--- src/rtl/gcd_pkg.sv ---
// gcd_pkg: shared state encoding, mux select constants and datapath width for the GCD controller
package gcd_pkg;
  localparam int DATA_WID = 8;
  localparam logic SEL_A   = 1'b0;
  localparam logic SEL_B   = 1'b1;
  localparam logic SEL_DIN = 1'b1;
  localparam logic SEL_SUB = 1'b0;
  typedef enum logic [2:0] {
    IDLE   = 3'd0,
    LOAD_A = 3'd1,
    LOAD_B = 3'd2,
    RUN    = 3'd3,
    DONE   = 3'd4,
    ERR    = 3'd5
  } gcd_state_t;
endpackage

--- src/rtl/gcd_iter_cnt.sv ---
// gcd_iter_cnt: saturating subtraction counter with synchronous clear and a limit-hit flag
module gcd_iter_cnt #(
  parameter int W     = 9,
  parameter int LIMIT = 256
) (
  input  logic         i_clk,
  input  logic         i_rst_n,
  input  logic         i_clr,
  input  logic         i_inc,
  output logic [W-1:0] o_cnt,
  output logic         o_hit
);
  logic [W-1:0] r_cnt;
  // clear wins over increment; the count sticks at all-ones instead of wrapping
  always_ff @(posedge i_clk or negedge i_rst_n)
    if (!i_rst_n) r_cnt <= '0;
    else if (i_clr) r_cnt <= '0;
    else if (i_inc && r_cnt != '1) r_cnt <= r_cnt + 1'b1;
  assign o_cnt = r_cnt;
  assign o_hit = (r_cnt == W'(LIMIT));
endmodule

--- src/rtl/gcd_ctrl.sv ---
// gcd_ctrl: handshake + compare/subtract sequencer for the GCD datapath; GCD_TIMEOUT_EN enables the MAX_ITER abort
module gcd_ctrl
  import gcd_pkg::*;
#(
  parameter int ITER_W   = 9,
  parameter int MAX_ITER = 256
) (
  input  logic              i_clk,
  input  logic              i_rst_n,
  input  logic              i_start,
  input  logic              i_op_valid,
  output logic              o_op_ready,
  input  logic              i_eq,
  input  logic              i_lt,
  input  logic              i_gt,
  output logic              o_load_a,
  output logic              o_load_b,
  output logic              o_sel1,
  output logic              o_sel2,
  output logic              o_sel3,
  output logic              o_busy,
  output logic              o_done,
  output logic              o_err,
  output logic [ITER_W-1:0] o_iter
);
`ifdef GCD_TIMEOUT_EN
  localparam bit TO_EN = 1'b1;
`else
  localparam bit TO_EN = 1'b0;
`endif
  gcd_state_t r_state;
  logic w_run, w_onehot, w_hit, w_to, w_err, w_sub, w_clr;
  assign w_run    = (r_state == RUN);
  assign w_onehot = ({1'b0, i_eq} + {1'b0, i_lt} + {1'b0, i_gt}) == 2'd1;
  assign w_to     = TO_EN && w_hit && !i_eq;
  assign w_err    = !w_onehot || w_to;
  assign w_sub    = w_run && !w_err && !i_eq;
  assign w_clr    = (r_state == IDLE || r_state == ERR) && i_start;
  gcd_iter_cnt #(.W(ITER_W), .LIMIT(MAX_ITER)) u_cnt (
    .i_clk  (i_clk),
    .i_rst_n(i_rst_n),
    .i_clr  (w_clr),
    .i_inc  (w_sub),
    .o_cnt  (o_iter),
    .o_hit  (w_hit)
  );
  // state sequencing; RUN exits on EQ, on malformed flags, or on timeout
  always_ff @(posedge i_clk or negedge i_rst_n)
    if (!i_rst_n) r_state <= IDLE;
    else case (r_state)
      IDLE, ERR: if (i_start) r_state <= LOAD_A;
      LOAD_A:    if (i_op_valid) r_state <= LOAD_B;
      LOAD_B:    if (i_op_valid) r_state <= RUN;
      RUN:       r_state <= w_err ? ERR : i_eq ? DONE : RUN;
      DONE:      r_state <= IDLE;
      default:   r_state <= IDLE;
    endcase
  // loads and selects are Mealy on valid/flags so a transfer or subtraction lands every cycle
  always_comb begin
    o_op_ready = (r_state == LOAD_A) || (r_state == LOAD_B);
    o_sel3     = o_op_ready ? SEL_DIN : SEL_SUB;
    o_load_a   = ((r_state == LOAD_A) && i_op_valid) || (w_sub && i_gt);
    o_load_b   = ((r_state == LOAD_B) && i_op_valid) || (w_sub && i_lt);
    o_sel1     = (w_sub && i_lt) ? SEL_B : SEL_A;
    o_sel2     = (w_sub && i_gt) ? SEL_B : SEL_A;
    o_busy     = o_op_ready || w_run;
    o_done     = (r_state == DONE);
    o_err      = (r_state == ERR);
  end
endmodule

--- config.mk ---
export PLATFORM = sky130hd
export DESIGN_NAME = gcd_ctrl
export DESIGN_NICKNAME = d
export VERILOG_FILES = /design/src/rtl/gcd_pkg.sv /design/src/rtl/gcd_iter_cnt.sv /design/src/rtl/gcd_ctrl.sv
export SDC_FILE = /design/constraint.sdc
export NUM_CORES = 1
export LEC_CHECK = 0
export ABC_AREA = 1
export CAP_MARGIN = 20
export CORE_ASPECT_RATIO = 0.8
export CORE_MARGIN = 3
export CORE_UTILIZATION = 35
export DETAILED_ROUTE_END_ITERATION = 8
export REMOVE_ABC_BUFFERS = 1
export SLEW_MARGIN = 20
export SYNTH_ARGS = -nofsm -noshare
export SYNTH_HDL_FRONTEND = slang
export SYNTH_HIERARCHICAL = 1
export SYNTH_SLANG_ARGS = --single-unit
--- constraint.sdc ---
create_clock -name i_clk -period 3.9 [get_ports i_clk]
set_input_delay 1.17 -clock i_clk [delete_from_list [all_inputs] [get_ports i_clk]]
set_output_delay 1.17 -clock i_clk [all_outputs]
set_load 0.02 [all_outputs]
# Word-level counts from Yosys, hierarchy flattened

Index checks and enable logic that the tools add are counted.

Register bits after elaboration: 12
Bits of input ports: 7
Output and inout bits: 18
Word-level logic and storage cells: 44

Add/subtract/negate cells: 3
Equality and inequality tests: 10
Mux-type cells: 11
Reductions and logical operators: 18

Operators with widths:

| operator              | number |
|---|---|
| $mux W9               | 2 |
| $mux W3               | 5 |
| $pmux W3 S4           | 1 |
| $add A9 B1 Y9 const B | 1 |
| $ne A9 B9 Y1 const B  | 1 |
| $logic_and A1 B1 Y1   | 8 |
| $eq A3 B2 Y1 const B  | 2 |
| $eq A3 B3 Y1 const B  | 2 |
| $ne A2 B2 Y1 const B  | 3 |
| $logic_or A1 B1 Y1    | 5 |
| $eq A3 B1 Y1 const B  | 1 |
| $logic_not A3 Y1      | 1 |
| $mux W1               | 3 |
| $reduce_and A3 Y1     | 1 |
| $add A1 B1 Y2         | 1 |
| $add A2 B1 Y2         | 1 |
| $eq A2 B1 Y1 const B  | 1 |
| $reduce_bool A2 Y1    | 1 |
| $reduce_or A2 Y1      | 1 |
| $logic_not A1 Y1      | 1 |

# Logic depth before layout (Yosys ltp)

Word-level depth: 8
Depth in mapped cells: 12
Depth with buffers taken out: 12

# Hierarchy

Netlist, hierarchy kept.

By module, submodules not included:

| module       | instances | cells each | area an instance (µm²) | seq. area each (µm²) |
|---|---|---|---|---|
| gcd_iter_cnt | 1         | 70         | 554.3                  | 225.2 |
| gcd_ctrl     | 1         | 52         | 332.8                  | 75.1 |

# Worst setup path after synthesis

Ideal clock, no wire load.

Kind: input to output
Start: in i_eq
End: out o_load_a
Arrival: 2464 ps
Required time: 2730 ps
Setup slack: 266 ps
Cell stages on the path: 7
Buffers on the path: 0
Path through: inv_1 fa_1 inv_1 nand3_1 nor2_2 inv_2 o22ai_1

Cells in the longest elaborated chain, start to end: 7
Elaborated cells on any way between the ends: 8
Those cells by class: add/sub (2); eq/ne (1); reduce/logical (5)

Ends and longest elaborated chain:

| element                 | RTL line       | RTL |
|---|---|---|
| start, declared         | gcd_ctrl.sv:13 | `input logic i_eq,` |
| $add A1 B1 Y2           | gcd_ctrl.sv:34 | `assign w_onehot = ({1'b0, i_eq} + {1'b0, i_lt} + {1'b0, i_gt}) == 2'd1;` |
| $add A2 B1 Y2           | gcd_ctrl.sv:34 |  |
| $eq A2 B1 Y1            | gcd_ctrl.sv:34 |  |
| $logic_and A1 B1 Y1     | gcd_ctrl.sv:37 | `assign w_sub = w_run && !w_err && !i_eq;` |
| $logic_and A1 B1 Y1 (*) | gcd_ctrl.sv:37 |  |
| via w_sub               | gcd_ctrl.sv:32 | `logic w_run, w_onehot, w_hit, w_to, w_err, w_sub, w_clr;` |
| $logic_and A1 B1 Y1 (*) | gcd_ctrl.sv:62 | `o_load_a = ((r_state == LOAD_A) && i_op_valid) \|\| (w_sub && i_gt);` |
| $logic_or A1 B1 Y1 (*)  | gcd_ctrl.sv:62 |  |
| end, declared           | gcd_ctrl.sv:16 | `output logic o_load_a,` |

Mark *: on every way through the listed nets, which the timed path passes. The rest lies on a longest branch.

# Worst setup path after layout

Ends and elaborated chain as after synthesis.

==> impl_metrics.py <==
metrics = {
    "finish": {
        "layout_common_cells": "nand2_1 (23), clkdlybuf4s50_1 (17)",
        "antenna_cells": 0,
        "drive_above_1_share": 0.267,
        "area_growth_syn_to_layout_pct": 39.4,
        "final_cells": 175,
        "num-nets-final": 162,
        "fillers": 218,
        "final_common_cell": "nand2_1",
    },
    "setup_path": {
        "worst-path-max-fanout": 4,
        "cpMostUsedCell": "inv_2",
        "cp-start-kind": "primary input",
        "critPathMaxStageDelay_ns": 0.48,
        "cp_cell_sequence": "dlygate4sd2_1 -> inv_2 -> fa_1 -> inv_2 -> nand3_2 -> nor2_4 -> inv_2 -> o22ai_2 -> buf_6",
        "critPathKind": "in2out",
        "worstPathArrival_ns": 2.62,
        "critical_path.slowest_cell": "fa_1",
        "worstPathRequired_ns": 2.73,
        "crit_path_end_kind": "primary output",
        "path_buf_inv": 5,
        "crit_family": "buffers and inverters",
    },
    "floorplanning": {
        "dieHeight_um": 50.6,
        "rows": 15,
        "initial_core_util": 0.387,
        "num_io_pins": 25,
        "fp.dieW_um": 61.8,
        "core_area_um2": 2250,
        "dieArea_um2": 3130,
    },
    "routing": {
        "wl_per_cell_um": 12.1,
        "vias": 832,
        "vias_per_cell": 4.75,
        "drc": 0,
        "drtIter0Drc": 45,
        "antenna_left": 0,
        "dr.pass1.iters": 4,
        "routed_wl_mm": 2.11,
    },
    "synthesis": {
        "ys_warn_count": 6,
        "syn_area_per_cell_um2": 7.32,
        "synthCells": 119,
        "netlist_area_um2": 871,
    },
    "sta": {
        "fmax_mhz": 264,
        "tightest_slew_ns": 0.537,
        "slew_violations": 0,
        "fin_ws_ns": 0.108,
        "finalSetupViolations": 0,
        "rsz0062_at_grt": "no",
        "fin_crit_sh": 0.972,
        "min_period_ns": 3.79,
        "skew_ns": 0.00893,
        "slew_headroom": 0.641,
        "hold_viol": 0,
    },
    "power": {
        "leakage_nw": 0.594,
        "powerDensity_nw_per_um2": 495,
        "irDropWorstVdd_mv": 0.229,
    },
    "global_route": {
        "grtUsageTotal": 0.156,
        "grt_max_degree": 13,
        "grt_pass1_vias": 853,
        "grt_pass1_wl_mm": 3.64,
        "antenna_found_initial": 0,
        "grt_overflow": 0,
    },
    "status": {
        "status": "finished clean",
    },
    "clock_network": {
        "ctsLongestPathBuffers": 2,
        "clkTransAtPathRegs_ns": 0.08,
        "cts_htree_levels": 1,
        "insertion_delay_ns": 0.28,
        "cts_tree": "done",
        "cts_made_buffers": 3,
        "cts-root-buf": "clkbuf_4",
        "cts_sinks": 12,
    },
    "place": {
        "port_buffers": 24,
        "dp_cells": 169,
        "dpl.hpwl_mm": 1.58,
        "place_ws_ns": -0.610,
        "place_congestion": 0.779,
    },
    "worst_hold_path": {
        "hp-class": "reg2reg",
    },
    "run": {
        "cap_violations": 0,
    },
}
==> sequential cells by signal, indices dropped and copies added (netlist names) <==
name and cells:
r_state 3, u_cnt/o_cnt 9
==> report_power, final <==
| group | switching [W] | total [W] | leakage, nW | internal (W) |
|---|---|---|---|---|
| registers | 0.0000288 | 0.000170 | 0.163 | 0.000141 |
| clock network | 0.0000459 | 0.000103 | 0.0210 | 0.0000569 |
| logic | 0.000194 | 0.000328 | 0.409 | 0.000135 |
| total | 0.000268 | 0.000601 | 0.594 | 0.000333 |
==> through the flow <==
| stage | hold WS [ns] | utilization | instance area, um^2 | total power, W | setup TNS [ns] |
|---|---|---|---|---|---|
| after CTS | 0.565 | 0.539 | 1210 | 0.000607 | 0 |
| final | 0.574 | 0.539 | 1210 | 0.000601 | 0 |
| after global routing | 0.591 | 0.539 | 1210 | 0.000651 | 0 |
| after detailed placement | 0.555 | 0.510 | 1150 | 0.000489 | -2.35 |
| after global placement | 0.547 | 0.510 | 1150 | 0.000484 | -2.04 |
| after floorplan | 0.520 | - | 847 | 0.000371 | 0 |
==> repair_timing <==
action | in CTS | in global routing
resized for setup | 32 | 0
hold buffers | 0 | 0
buffers inserted | 2 | 0
endpoints found under the hold margin | 0 | 0
endpoints found under the setup margin | 4 | 0
==> area by class of cell <==
| cell class | count | area [um^2] | share of cell area |
|---|---|---|---|
| clock buffers | 4 | 36.3 | 0.0299 |
| inverters | 23 | 90.1 | 0.0742 |
| multi-input cells | 81 | 479 | 0.395 |
| flip-flops and latches | 12 | 300 | 0.247 |
| well taps | 25 | 31.3 | 0.0258 |
| repair buffers | 30 | 277 | 0.228 |
==> path summary, 6_finish.rpt <==
kind                                  end  slack [ns]  depth (start not counted)            from
min in group asynchronous  u_cnt/o_cnt[1]        1.23                          1         i_rst_n
hold / removal             u_cnt/o_cnt[4]        0.57                          2  u_cnt/o_cnt[4]
setup reg to reg           u_cnt/o_cnt[3]        2.08                         12  u_cnt/o_cnt[0]
hold reg to reg            u_cnt/o_cnt[4]        0.57                          2  u_cnt/o_cnt[4]
max in group asynchronous  u_cnt/o_cnt[7]        2.31                          1         i_rst_n
setup / recovery                 o_load_a        0.11                          9            i_eq
==> routing by layer <==
layer	vias to the layer above	GRT usage	part of all wire
met5	-	0	0
met2	16	0.233	0.47
met4	0	0.0424	0.010
met3	5	0.0463	0.045
met1	372	0.216	0.48
li1	439	-	-
==> tightest hold or removal path, delay by kind of cell (launching register included) <==
family	cells	cell delay, ns
DFF	1	0.42
AOI/OAI and AO/OA	1	0.05
buffers and inverters	1	0.07
No activity file was read; power rests on OpenSTA's default activity.
